## config.mk

```make
export PLATFORM = sky130hd
export DESIGN_NAME = pipelined_adder
export DESIGN_NICKNAME = d
export VERILOG_FILES = /design/src/rtl/adder_pkg.sv /design/src/rtl/adder_slice.sv /design/src/rtl/pipelined_adder.sv
export SDC_FILE = /design/constraint.sdc
export NUM_CORES = 1
export LEC_CHECK = 0
export BUFFER_PORTS_ARGS = -buffer_cell sky130_fd_sc_hd__buf_2
export CAP_MARGIN = 20
export CORE_MARGIN = 10
export CORE_UTILIZATION = 52
export DETAILED_ROUTE_END_ITERATION = 7
export PLACE_DENSITY = 0.7
export SYNTH_ARGS = -nofsm -noshare
export SYNTH_HDL_FRONTEND = slang
export SYNTH_SLANG_ARGS = --single-unit
```

## constraint.sdc

```tcl
create_clock -name clk -period 2.1 [get_ports clk]
set_clock_uncertainty 0.1 [all_clocks]
set_input_delay 0.21 -clock clk [delete_from_list [all_inputs] [get_ports clk]]
set_output_delay 0.21 -clock clk [all_outputs]
set_load 0.02 [all_outputs]
```

## src/rtl/adder_pkg.sv

```systemverilog
// adder_pkg: shared types and helpers for pipelined_adder.
// Contents: ovf_mode_e (overflow rule), stage_ctrl_t (per-stage control tag),
//           ovf_bit() (selects the overflow rule from the MSB carries).
package adder_pkg;

   typedef enum logic {
      OVF_UNSIGNED = 1'b0,
      OVF_SIGNED   = 1'b1
   } ovf_mode_e;

   // Control fields carried alongside each stage's partial sum
   typedef struct packed {
      logic      valid;
      ovf_mode_e mode;
      logic      carry;
   } stage_ctrl_t;

   function automatic logic ovf_bit(ovf_mode_e mode, logic c_msb_in, logic c_out);
      return (mode == OVF_SIGNED) ? (c_msb_in ^ c_out) : c_out;
   endfunction

endpackage

```

## src/rtl/adder_slice.sv

```systemverilog
// adder_slice: combinational SLICE-bit adder used for one stage of the carry chain.
// Ports: a, b (slice operands), carry_in -> sum, carry_out (out of MSB),
//        carry_msb_in (carry into MSB, needed for the signed overflow rule).
module adder_slice #(
   parameter int SLICE = 4
) (
   input  logic [SLICE-1:0] a,
   input  logic [SLICE-1:0] b,
   input  logic             carry_in,
   output logic [SLICE-1:0] sum,
   output logic             carry_out,
   output logic             carry_msb_in
);

   assign {carry_out, sum} = {1'b0, a} + {1'b0, b} + {{SLICE{1'b0}}, carry_in};
   // The MSB sum bit is a^b^cin at that position, so the carry into it falls out directly
   assign carry_msb_in = sum[SLICE-1] ^ a[SLICE-1] ^ b[SLICE-1];

endmodule

```

## src/rtl/pipelined_adder.sv

```systemverilog
// pipelined_adder: WIDTH-bit adder whose carry chain is cut into STAGES registered slices.
// Ports: clk, n_rst (async active-low reset), clear (sync flush of all valid tags),
//        in_valid, a, b, carry_in, is_signed (operand side, one pair per cycle),
//        out_valid, sum, overflow (result side, STAGES cycles after in_valid).
// Build option: define ADDER_SATURATE_EN to clamp sum on overflow in the final stage.
module pipelined_adder
   import adder_pkg::*;
#(
   parameter int WIDTH  = 16,
   parameter int STAGES = 4
) (
   input  logic             clk,
   input  logic             n_rst,
   input  logic             clear,
   input  logic             in_valid,
   input  logic [WIDTH-1:0] a,
   input  logic [WIDTH-1:0] b,
   input  logic             carry_in,
   input  logic             is_signed,
   output logic             out_valid,
   output logic [WIDTH-1:0] sum,
   output logic             overflow
);

   localparam int SLICE = WIDTH / STAGES;

   typedef struct packed {
      stage_ctrl_t      ctl;
      logic [WIDTH-1:0] psum;
   } stage_t;

   // Registered outputs of each stage; a_r/b_r hold the not-yet-added operand
   // bits shifted down so the next slice always reads the bottom SLICE bits.
   // psum fills from the top, so after the last stage it is the aligned sum.
   stage_t           st_r [STAGES];
   logic [WIDTH-1:0] a_r  [STAGES];
   logic [WIDTH-1:0] b_r  [STAGES];
   logic             ovf_r;

   logic [WIDTH-1:0] a_i  [STAGES];
   logic [WIDTH-1:0] b_i  [STAGES];
   logic [WIDTH-1:0] lo_i [STAGES];
   logic [WIDTH-1:0] ps_n [STAGES];
   logic             c_i  [STAGES];
   logic             v_i  [STAGES];
   ovf_mode_e        m_i  [STAGES];
   logic [SLICE-1:0] s    [STAGES];
   logic             co   [STAGES];
   logic             cm   [STAGES];
   logic             ovf_n;

   for (genvar k = 0; k < STAGES; k++) begin : g_stage
      logic [WIDTH-1:0] acc;
      if (k == 0) begin : g_src
         assign a_i[k]  = a;
         assign b_i[k]  = b;
         assign c_i[k]  = carry_in;
         assign v_i[k]  = in_valid;
         assign m_i[k]  = is_signed ? OVF_SIGNED : OVF_UNSIGNED;
         assign lo_i[k] = '0;
      end else begin : g_src
         assign a_i[k]  = a_r[k-1];
         assign b_i[k]  = b_r[k-1];
         assign c_i[k]  = st_r[k-1].ctl.carry;
         assign v_i[k]  = st_r[k-1].ctl.valid;
         assign m_i[k]  = st_r[k-1].ctl.mode;
         assign lo_i[k] = st_r[k-1].psum;
      end
      adder_slice #(.SLICE(SLICE)) u_slice (
         .a           (a_i[k][SLICE-1:0]),
         .b           (b_i[k][SLICE-1:0]),
         .carry_in    (c_i[k]),
         .sum         (s[k]),
         .carry_out   (co[k]),
         .carry_msb_in(cm[k])
      );
      assign acc = (lo_i[k] >> SLICE) | (WIDTH'(s[k]) << (WIDTH - SLICE));
      if (k == STAGES - 1) begin : g_last
         assign ovf_n = ovf_bit(m_i[k], cm[k], co[k]);
`ifdef ADDER_SATURATE_EN
         // Signed overflow direction follows a's sign: both operands share it when overflow occurs
         assign ps_n[k] = !ovf_n ? acc :
                          (m_i[k] == OVF_UNSIGNED) ? '1 :
                          {a_i[k][SLICE-1], {(WIDTH-1){~a_i[k][SLICE-1]}}};
`else
         assign ps_n[k] = acc;
`endif
      end else begin : g_mid
         assign ps_n[k] = acc;
      end
   end

   // Data only moves with a live tag, so the output holds its last valid result
   always_ff @(posedge clk or negedge n_rst) begin
      if (!n_rst) begin
         for (int k = 0; k < STAGES; k++) begin
            st_r[k] <= '0;
            a_r[k]  <= '0;
            b_r[k]  <= '0;
         end
         ovf_r <= 1'b0;
      end else begin
         for (int k = 0; k < STAGES; k++) begin
            st_r[k].ctl.valid <= v_i[k] && !clear;
            if (v_i[k] && !clear) begin
               st_r[k].ctl.mode  <= m_i[k];
               st_r[k].ctl.carry <= co[k];
               st_r[k].psum      <= ps_n[k];
               a_r[k]            <= a_i[k] >> SLICE;
               b_r[k]            <= b_i[k] >> SLICE;
            end
         end
         if (v_i[STAGES-1] && !clear) ovf_r <= ovf_n;
      end
   end

   assign out_valid = st_r[STAGES-1].ctl.valid;
   assign sum       = st_r[STAGES-1].psum;
   assign overflow  = ovf_r;

endmodule
```

# After elaboration in Yosys (flattened, before gate mapping)
# Index checks and enable logic that the tools add are counted.
# op_classes
addsub	8
n_mux	2
bitwise_logic	6
reduce_logical	5
# op_table
op	count
$or 12x16->16	3
$add 4x4->5	4
$add 5x1->5	4
$logic_and 1x1->1	4
$xor 1x1->1	3
$mux 1	2
$logic_not 1->1	1
# word_totals
register_bits	111
input_bits	38
output_inout_bits	18
word_cells	42

# Depth between registers and ports, before layout
# depth
word_depth	6
mapped_depth	8
mapped_depth_nobuf	8

# By module
# A second synthesis with hierarchy kept.
# hier_totals
cells_unflattened	305
area_unflattened_um2	4576.9
# by_module_without_submodules
mod	instances	cells_each	area_each_um2	seq_area_each_um2
pipelined_adder	1	229	3866.2	2477.4
adder_slice	4	19	177.7	0.0

# Least setup slack after synthesis
# No wires, ideal clock.
# synth_path
path_kind	register -> register
start	register a_r, in the netlist a_i[0]
end	register ovf_r (netlist: overflow)
setup_time_ns	0.066
t_arrival_ns	1.732
required_time_ns	1.934
slack_ns	0.201
path_stages_with_launch	9
path_buffers	0
synth_period_minus_slack_ns	1.899
cell_sequence	dfrtp_1 inv_1 fa_1 fa_1 inv_1 a21o_1 a21oi_1 a211o_1 nand3_2
# synth_between
elab_chain_cells	6
# synth_rtl
item	line	rtl
start, declared	pipelined_adder.sv:36	logic [WIDTH-1:0] a_r [STAGES];
start signal, assigned by index	pipelined_adder.sv:109	a_r[k] <= a_i[k] >> SLICE;
$add 4x4->5 (*)	adder_slice.sv:15	assign {carry_out, sum} = {1'b0, a} + {1'b0, b} + {{SLICE{1'b0}}, carry_in};
$add 5x1->5 (*)	adder_slice.sv:15	
$xor 1x1->1 (2 in a row)	adder_slice.sv:17	assign carry_msb_in = sum[SLICE-1] ^ a[SLICE-1] ^ b[SLICE-1];
$xor 1x1->1	adder_pkg.sv:19	return (mode == OVF_SIGNED) ? (c_msb_in ^ c_out) : c_out;
$mux 1 (*)	adder_pkg.sv:19	
end signal, assigned	pipelined_adder.sv:113	if (v_i[STAGES-1] && !clear) ovf_r <= ovf_n;
end, declared	pipelined_adder.sv:38	logic ovf_r;
# Mark *: on every way between the ends. The rest lies on a longest branch, timed or not.
# A chain may end at the register's enable or synchronous reset.

# Final worst setup path
# Same ends and word-level chain as after synthesis.

==> results.yml <==
layout:
  final_nets: 559
  seq_area_mm2: 0.00248
  final_cell_mix: "nand2_1 (192), dfrtp_1 (99), buf_2 (54), dlygate4sd3_1 (26), o21ai_0 (18)"
  stdcell_area_mm2: 0.00505
  syn_to_final_growth_pct: 17.4
  multi_input_area_mm2: 0.00158
  nFillCells: 658
  drive_gt1_share_pct: 19.2
  final_common_cell: "nand2_1"
clock_network:
  clock_latency_ns: 0.36
  htreeDepth: 3
  cts_buffer_depth: 2
  numCtsBuffers: 9
  postCtsSetupBuffers: 0
  clock-sinks: 99
  root_buffer: "clkbuf_8"
  cts_tree: "done"
  cts.clk_slew.worst_paths_ns: 0.10
timing:
  tns_ns: 0
  slew_headroom_pct: 51.8
  max_freq_mhz: 505
  hold_violations: 0
  tightest_slew_ns: 0.722
  setup_viol: 0
  min_period_ns: 1.98
  fin_crit_sh_pct: 94.4
  drv_slew: 0
  rsz0062_at_grt: "false"
setup_path:
  rr_worst_depth: 8
  crit_type: "reg -> reg"
  cp.arrival_ns: 2.18
  cpPeakStageDelay_ns: 0.41
  path_cells: "inv_1 -> fa_2 -> fa_1 -> inv_1 -> a21o_1 -> a21oi_1 -> a211o_1 -> nand3_2"
  required_ns: 2.30
  timing.rr.end: "overflow$_DFFE_PN0P_"
  startpoint: "a_i[0]$_DFFE_PN0P_"
  critPathMaxFanout: 2
  cpMostUsedCell: "inv_1"
  r2r_slack_ns: 0.12
  crit_end: "overflow$_DFFE_PN0P_"
  cp-end-kind: "flip-flop"
  rr_startpoint: "a_i[0]$_DFFE_PN0P_"
  slowest_stage: "fa_2"
  start_kind: "flip-flop"
route:
  vias: 2887
  wire_per_inst_um: 13.2
  dr.pass1.iters: 6
  route.detailed.drc: 0
  initialDrtViolationCount: 115
  ant_nets: 0
  routed_wl_mm: 8.09
  routed_via_density: 4.72
placed_design:
  dpl-instance-area_mm2: 0.00460
  portBuffers: 55
  post-dp-hpwl_mm: 5.65
  gp_congestion: 0.765
die:
  fp.dieH_um: 111
  fp.dieW_um: 111
  num_rows: 33
  coreArea_mm2: 0.00813
  start_util_pct: 52.9
  die_area_mm2: 0.0123
  num_io_pins: 56
logic_synthesis:
  post_synth_num_cell_types: 22
  synth_area_per_cell_um2: 9.89
  yosysWarningCount: 0
  synth.yosys.seq_area_share_pct: 57.6
  synth_cells: 435
  syn_area_mm2: 0.00430
  syn_nets: 493
  synth_seq_cells: 99
power_and_ir_drop:
  cellPowerDensity_mw_per_mm2: 1000
  power.leakage_uw: 0.00274
  vdd_ir_drop_max_mv: 0.393
global_routing:
  grt-ovfl-total: 0
  antenna_found_initial: 1
  grt_pass1_vias: 3016
  track_usage_pct: 13.6
  grt_max_degree: 49
  grt_pass1_wl_mm: 14.2
outcome:
  outcome: "finished, final reports clean"
job:
  drv_cap: 0
hold_path:
  hold_class: "in -> reg"
  hold_start: "carry_in"
==> worst max-delay path, delay by kind of cell, from the launching register on <==
| family | cells | cell delay, ns |
|---|---|---|
| adders and majority gates | 2 | 0.82 |
| DFF | 1 | 0.33 |
| buffers and inverters | 2 | 0.13 |
| AOI/OAI and AO/OA | 3 | 0.48 |
| and+or+nand+nor | 1 | 0.06 |
==> logic make-up (layout without fill, tap and decap cells) <==
| family | count (synthesis) | in the layout | share of synthesized area, % |
|---|---|---|---|
| other cells | 0 | 1 | 0 |
| simple gates | 207 | 207 | 18.7 |
| compound gates | 34 | 34 | 4.33 |
| xor+xnor | 11 | 11 | 2.24 |
| buf+inv | 48 | 119 | 5.78 |
| flops | 99 | 99 | 57.6 |
| fa+ha+maj | 20 | 20 | 7.21 |
| mux | 16 | 16 | 4.19 |
==> area by class of cell <==
| cell class | count | share of cell area (%) |
|---|---|---|
| antenna | 1 | 0.0495 |
| clock buffer | 9 | 2.45 |
| inverter | 15 | 1.11 |
| clock inverter | 7 | 1.26 |
| multi-input combinational | 288 | 31.3 |
| timing repair buffer | 88 | 12.2 |
| sequential | 99 | 49.0 |
| tap | 105 | 2.60 |
==> sequential cells by signal, summed over array words and instances, names as in the netlist <==
signal,cells
m_i,3
c_i,3
out_valid,1
lo_i,24
sum,16
overflow,1
b_i,24
st_r,3
a_i,24
==> layer usage <==
metal / track usage (%) / wire length [um] / vias up
met5: 0 / 0 / -
met3: 3.08 / 255 / 10
met1: 18.3 / 4070 / 1346
met2: 20.8 / 3670 / 55
met4: 4.86 / 96 / 0
li1: - / - / 1476
==> synth_stat cells <==
cell type  instances  area, um2
clkbuf_1           6       22.5
nand3_2            1       10.0
a21oi_1           10       50.1
nand3b_1           1       7.51
buf_2              7       35.0
nor2b_1            3       18.8
xor2_1             6       52.6
nand2_1          192        721
buf_4             16        120
dfrtp_1           99       2480
nand2b_1           3       18.8
a21o_1             5       37.5
fa_1               8        160
a211o_1            1       8.76
mux2_2            16        180
o21ai_0           18       90.1
inv_1             15       56.3
nor2_1             6       22.5
ha_1              12        150
buf_1              4       15.0
xnor2_1            5       43.8
nand4_1            1       6.26
==> where the power goes <==
| part | internal (uW) | total (uW) | switching [uW] |
|---|---|---|---|
| registers | 2360 | 2620 | 261 |
| logic | 581 | 1290 | 705 |
| clock network | 463 | 1170 | 705 |
| total | 3400 | 5070 | 1670 |
==> per-stage QoR <==
step	worst slack [ns]	util (%)	hold slack [ns]	total power [uW]	cells
finish	0.118	62.1	0.143	5070	612
floorplan	0.201	-	-0.186	3620	435
global placement	0.143	56.6	0.166	3840	569
global route	0.0216	62.1	0.139	5430	612
detailed placement	0.0841	56.6	0.166	3930	569
CTS	0.0498	62.1	0.145	5130	611
==> worst min-delay path by stage <==
stage | depth (start not counted) | end
after detailed placement | 1 | a_i[1]$_DFFE_PN0P_
after global routing | 4 | lo_i[44]$_DFFE_PN0P_
after CTS | 4 | lo_i[44]$_DFFE_PN0P_
after global placement | 1 | a_i[1]$_DFFE_PN0P_
final | 4 | lo_i[44]$_DFFE_PN0P_
after floorplan | 0 | a_i[0]$_DFFE_PN0P_
==> timing repair <==
item                       4_1_cts  5_1_grt
hold buffers                    26        0
hold endpoints to repair        71        0
setup endpoints to repair        0        1
gates resized for setup          0        1
Power figures use the tool's default switching activity.
